File: src/rtl/id_stage.sv
// Instruction-decode stage: GPR address split, op decode, load-use hazard detect, ID/EX register.
// Optional EX-result bypass into the operand capture is enabled by defining ID_FWD_EN.
module id_stage #(
  parameter int WORD       = 32,
  parameter int GPR_ADDR_W = 5
) (
  input  logic                  clk,
  input  logic                  rst,
  input  logic                  if_valid,
  input  logic [WORD-1:0]       if_pc,
  input  logic [WORD-1:0]       if_insn,
  input  logic                  stall,
  input  logic                  flush,
  output logic [GPR_ADDR_W-1:0] gpr_rd_addr_0,
  output logic [GPR_ADDR_W-1:0] gpr_rd_addr_1,
  input  logic [WORD-1:0]       gpr_rd_data_0,
  input  logic [WORD-1:0]       gpr_rd_data_1,
  input  logic                  ex_fwd_we,
  input  logic [GPR_ADDR_W-1:0] ex_fwd_addr,
  input  logic [WORD-1:0]       ex_fwd_data,
  output logic                  stall_req,
  output logic                  id_valid,
  output logic [WORD-1:0]       id_pc,
  output logic [5:0]            id_op,
  output logic [GPR_ADDR_W-1:0] id_dst,
  output logic                  id_gpr_we,
  output logic                  id_is_load,
  output logic                  id_is_store,
  output logic                  id_is_branch,
  output logic                  id_illegal,
  output logic [WORD-1:0]       id_ra_data,
  output logic [WORD-1:0]       id_rb_data,
  output logic [WORD-1:0]       id_imm
);

  logic [5:0]            op;
  logic [GPR_ADDR_W-1:0] ra, rb, rd;
  logic [WORD-1:0]       imm_ext;

  assign op      = if_insn[31:26];
  assign ra      = if_insn[25:21];
  assign rb      = if_insn[20:16];
  assign rd      = if_insn[15:11];
  assign imm_ext = {{(WORD-16){if_insn[15]}}, if_insn[15:0]};

  assign gpr_rd_addr_0 = ra;
  assign gpr_rd_addr_1 = rb;

  logic [GPR_ADDR_W-1:0] dec_dst;
  logic dec_we, dec_uses_rb, dec_load, dec_store, dec_branch, dec_illegal;

  always_comb begin
    // NOTE: every output gets a default first so no path leaves a signal unassigned (no latch).
    dec_dst     = rb;
    dec_we      = 1'b0;
    dec_uses_rb = 1'b0;
    dec_load    = 1'b0;
    dec_store   = 1'b0;
    dec_branch  = 1'b0;
    dec_illegal = 1'b0;
    case (op) inside
      6'h00:          begin dec_dst = rd; dec_we = 1'b1; dec_uses_rb = 1'b1; end
      [6'h01:6'h0F]:  dec_we = 1'b1;
      6'h10:          begin dec_we = 1'b1; dec_load = 1'b1; end
      6'h11:          begin dec_store = 1'b1; dec_uses_rb = 1'b1; end
      [6'h12:6'h13]:  begin dec_branch = 1'b1; dec_uses_rb = 1'b1; end
      default:        dec_illegal = 1'b1;
    endcase
  end

  logic [WORD-1:0] ra_sel, rb_sel;

`ifdef ID_FWD_EN
  assign ra_sel = (ex_fwd_we && ex_fwd_addr == ra) ? ex_fwd_data : gpr_rd_data_0;
  assign rb_sel = (ex_fwd_we && ex_fwd_addr == rb) ? ex_fwd_data : gpr_rd_data_1;
`else
  // Bypass ports stay on the boundary but are ignored in this build.
  logic unused_fwd;
  assign unused_fwd = ^{ex_fwd_we, ex_fwd_addr, ex_fwd_data};
  assign ra_sel = gpr_rd_data_0;
  assign rb_sel = gpr_rd_data_1;
`endif

  logic                  valid_q, we_q, load_q, store_q, branch_q, illegal_q;
  logic [WORD-1:0]       pc_q, ra_q, rb_q, imm_q;
  logic [5:0]            op_q;
  logic [GPR_ADDR_W-1:0] dst_q;

  // Register 0 is deliberately not exempt from the hazard compare.
  assign stall_req = if_valid & id_valid & id_is_load &
                     ((id_dst == ra) | (dec_uses_rb & (id_dst == rb)));

  always_ff @(posedge clk or negedge rst) begin
    // NOTE: datapath fields are reset too, since every registered output must read 0 in reset.
    if (!rst) begin
      valid_q   <= 1'b0;
      pc_q      <= '0;
      op_q      <= '0;
      dst_q     <= '0;
      we_q      <= 1'b0;
      load_q    <= 1'b0;
      store_q   <= 1'b0;
      branch_q  <= 1'b0;
      illegal_q <= 1'b0;
      ra_q      <= '0;
      rb_q      <= '0;
      imm_q     <= '0;
    end else if (flush) begin
      valid_q <= 1'b0;
    end else if (stall) begin
      // hold everything, including a pending load-use bubble
    end else if (stall_req) begin
      valid_q <= 1'b0;
    end else begin
      // NOTE: non-blocking assignments so all fields sample the same pre-edge values.
      valid_q   <= if_valid;
      pc_q      <= if_pc;
      op_q      <= op;
      dst_q     <= dec_dst;
      we_q      <= dec_we;
      load_q    <= dec_load;
      store_q   <= dec_store;
      branch_q  <= dec_branch;
      illegal_q <= dec_illegal;
      ra_q      <= ra_sel;
      rb_q      <= rb_sel;
      imm_q     <= imm_ext;
    end
  end

  // Control flags are qualified by valid so a bubble or flushed slot never acts.
  assign id_valid     = valid_q;
  assign id_pc        = pc_q;
  assign id_op        = op_q;
  assign id_dst       = dst_q;
  assign id_gpr_we    = valid_q & we_q;
  assign id_is_load   = valid_q & load_q;
  assign id_is_store  = valid_q & store_q;
  assign id_is_branch = valid_q & branch_q;
  assign id_illegal   = valid_q & illegal_q;
  assign id_ra_data   = ra_q;
  assign id_rb_data   = rb_q;
  assign id_imm       = imm_q;

endmodule

File: config.mk
export PLATFORM = sky130hd
export DESIGN_NAME = id_stage
export DESIGN_NICKNAME = d
export VERILOG_FILES = /design/src/rtl/id_stage.sv
export SDC_FILE = /design/constraint.sdc
export NUM_CORES = 1
export LEC_CHECK = 0
export BUFFER_PORTS_ARGS = -buffer_cell sky130_fd_sc_hd__buf_2
export CORE_AREA = 2 2 125 127
export CTS_CLUSTER_SIZE = 25
export DETAILED_ROUTE_END_ITERATION = 10
export DIE_AREA = 0 0 127 129
export GPL_TIMING_DRIVEN = 1
export PLACE_DENSITY = 0.66
export SYNTH_ARGS = -nofsm -noshare
export SYNTH_HDL_FRONTEND = slang
export SYNTH_SLANG_ARGS = --single-unit
File: constraint.sdc
create_clock -name clk -period 2.55 [get_ports clk]
set_clock_uncertainty 0.05 [all_clocks]
set_input_delay 0.255 -clock clk [delete_from_list [all_inputs] [get_ports clk]]
set_output_delay 0.255 -clock clk [all_outputs]
set_load 0.005 [all_outputs]
==> out/metrics.csv <==
stage,metric,value,unit
synthesis,yosys.area_share.simple,2.944,%
critical_path,crit_type,reg -> reg,
floorplan,die_w,127,µm
clock_network,root_buffer,clkbuf_16,
layout,nFillCells,1315,
clock_network,numCtsBuffers,17,
critical_path,rr_startpoint,id_dst[2],
sta,relSlewSlack,48.36,%
global_routing,grt_max_degree,130,
hold_path,min_to,id_pc[25],
synthesis,seq_area_frac_synth,58.88,%
floorplan,die_y,129,µm
place,dp_hpwl,9299,µm
floorplan,core,14980,µm²
layout,fin_cells,824,
hold_path,min_from,if_pc[25],
clock_network,clk_pin_slew_worst_paths,0.05,ns
floorplan,ioPinCount,327,
sta,rsz0062_at_grt,false,
layout,multi_input_area,1914,µm²
route,drc,0,
critical_path,cp_max_fo,61,
power_and_ir_drop,max-vdd-ir-drop,0.4252,mV
critical_path,reg2reg_to,id_pc[0],
global_routing,met1_usage,17.82,%
power_and_ir_drop,p_total,0.005840,W
route,drt_first_pass_iters,4,
layout,seqCellArea,3228,µm²
sta,hold_viol,0,
hold_path,worst_hold_path.num_cells,2,
global_routing,grt_first_pass_wirelength,19350,µm
synthesis,synth.distinct_cells,28,
floorplan,num_rows,45,
route,vias_per_cell,4.609,
flow_run,cap_violations,0,
global_routing,grt_util_met2,26.03,%
place,dpl.cell_count,794,
synthesis,synth_xor_area_share,1.757,%
power_and_ir_drop,powerDensity,773.9,nW/µm²
clock_network,post-cts-setup-buffers,0,
floorplan,die_area,16380,µm²
power_and_ir_drop,p_leak,3.835,nW
synthesis,synth_area_per_cell,15.76,µm²
global_routing,busiest_layer,met2,
route,vias,3798,
clock_network,cts_tree,yes,
synthesis,yosys_register_bits,129,
critical_path,cp-end-kind,flop,
synthesis,synth-adder-area-share,0,%
clock_network,cts.sinks,129,
place,dpl_cell_area,6975,µm²
sta,setup_viol,0,
place,routabilityCongestion,0.7697,
clock_network,clockBufferDepth,2,
global_routing,antenna_found_initial,0,
sta,fmax,0.4564,GHz
layout,area_growth,37.63,%
clock_network,clk_latency,0.40,ns
clock_network,h-tree-depth,4,
synthesis,synth_cells,348,
route,postRouteAntennaNets,0,
sta,slew_viol_final,0,
global_routing,grt_overflow_total,0,
route,wl_per_cell,15.16,µm
synthesis,syn-cell-area,5483,µm²
global_routing,met3_usage,4.865,%
critical_path,r2r_slack,0.36,ns
critical_path,start_kind,flop,
critical_path,crit_required,2.78,ns
sta,period_share,85.92,%
run_status,status,completed,
synthesis,synth_nets,519,
layout,stdcell_area,7546,µm²
layout,antenna_cells,0,
critical_path,reg2reg_depth,6,
sta,timing.setup.tns,0,ns
layout,finalNetCount,797,
sta,tightest_slew,0.7747,ns
synthesis,synth_top_family_by_area,multiplexers,
floorplan,start_util,36.61,%
critical_path,crit_arrival,2.42,ns
synthesis,synth-warning-count,0,
global_routing,gr-usage-all-layers,15.25,%
synthesis,synthMuxAreaShare,29.16,%
route,drt_iter0_drc,89,
global_routing,grt_pass1_vias,3851,
hold_path,hold_path_class,in -> reg,
place,port_buffers,288,
sta,finalCriticalPeriod,2.191,ns
route,wl,12490,µm
synthesis,synth_compound_area_share,0.8215,%
layout,drive_above_1_share,71.86,%
[Yosys cell counts (all sizes together)]
| master | number | share of area (%) |
|---|---|---|
| nor3b | 2 | 0.27 |
| inv | 1 | 0.068 |
| o21ai | 3 | 0.27 |
| xor2 | 6 | 0.96 |
| or3 | 1 | 0.11 |
| buf | 40 | 6.4 |
| a32o | 1 | 0.18 |
| nand3b | 1 | 0.14 |
| o31ai | 1 | 0.14 |
| nand4 | 1 | 0.11 |
| nand2 | 2 | 0.14 |
| nand4bb | 1 | 0.21 |
| o21a | 1 | 0.14 |
| nand3 | 2 | 0.18 |
| mux2 | 132 | 29 |
| and2 | 6 | 0.68 |
| xnor2 | 5 | 0.80 |
| nor2 | 5 | 0.34 |
| nand2b | 2 | 0.23 |
| dfrtp | 129 | 59 |
| a21oi | 1 | 0.091 |
| nor3 | 2 | 0.18 |
| and3 | 2 | 0.23 |
| nor4 | 1 | 0.11 |
[power by group]
group	internal, W	total [W]	switching (W)
Combinational	0.000623	0.00102	0.000401
Sequential	0.00235	0.00251	0.000165
Clock	0.00149	0.00230	0.000809
[cell type report]
cell class | instances | area share (%)
Clock buffer | 23 | 6.334
Clock inverter | 6 | 1.094
Inverter | 1 | 0.04974
Multi-Input combinational cell | 178 | 25.37
Sequential cell | 129 | 42.78
Tap cell | 188 | 3.117
Timing Repair Buffer | 299 | 21.26
[layer usage]
layer	wire length (µm)	part of all wire (%)
met2	6449	52
met3	950	7.6
met4	212	1.7
met1	4877	39
met5	0	0
[cells by family (layout without fill, tap and decap cells)]
logic type	count (synthesis)	count (layout)
muxes	132	132
DFF	129	129
buffers and inverters	41	329
and+or+nand+nor	28	28
xor gates and xnor gates	11	11
AOI/OAI and AO/OA	7	7
[state kept, by name, indices dropped and copies added (netlist names)]
register,count
we_q,1
id_valid,1
id_pc,32
load_q,1
id_ra_data,32
branch_q,1
id_op,6
id_dst,5
store_q,1
illegal_q,1
id_imm,16
id_rb_data,32
[cell usage in the layout (no fill, tap or decap), types with 2 or more instances in the layout]
master,Yosys,layout
nor3b_1,2,2
xor2_1,6,6
nand2_1,2,2
nand2b_1,2,2
and3_1,2,2
buf_4,35,5
nor2_1,5,5
clkbuf_1,0,3
and2_1,6,6
buf_2,0,287
mux2_4,30,30
clkinv_2,0,3
clkbuf_8,0,3
nor3_1,2,2
buf_12,3,6
xnor2_1,5,5
clkbuf_16,0,17
mux2_2,102,102
bufinv_16,0,2
dfrtp_1,129,129
o21ai_0,3,3
[critical path: stages, from the launching register on]
cell     delay [ns]
dfrtp_1        0.42
xor2_1         0.16
nor3_1         0.27
nand3_1        0.17
nand3_4        0.25
buf_12         0.30
mux2_2         0.38
[per-stage QoR]
step,utilization (%),setup WS (ns),hold WS [ns]
after floorplan,-,0.7255,-0.09059
after global placement,46.57,0.3397,0.3635
after detailed placement,46.57,0.2973,0.3681
after CTS,50.38,0.3399,0.004132
after global routing,50.38,0.1804,0.01036
final,50.38,0.3589,0.03197
[repair_timing]
item / 4_1_cts / 5_1_grt
gates resized for setup: 0 / 0
hold endpoints to repair: 129 / 0
hold buffers: 1 / 0
[worst max path at each step]
stage                     start              to  slack (ns)
finish                id_dst[2]        id_pc[0]        0.36
detailed placement  if_insn[31]        id_pc[0]        0.30
global placement    if_insn[31]  id_ra_data[20]        0.34
global route          id_dst[1]        id_pc[0]        0.18
floorplan             id_dst[2]       id_dst[0]        0.73
CTS                   id_dst[4]        id_pc[0]        0.34
(Power assumes the default switching activity.)
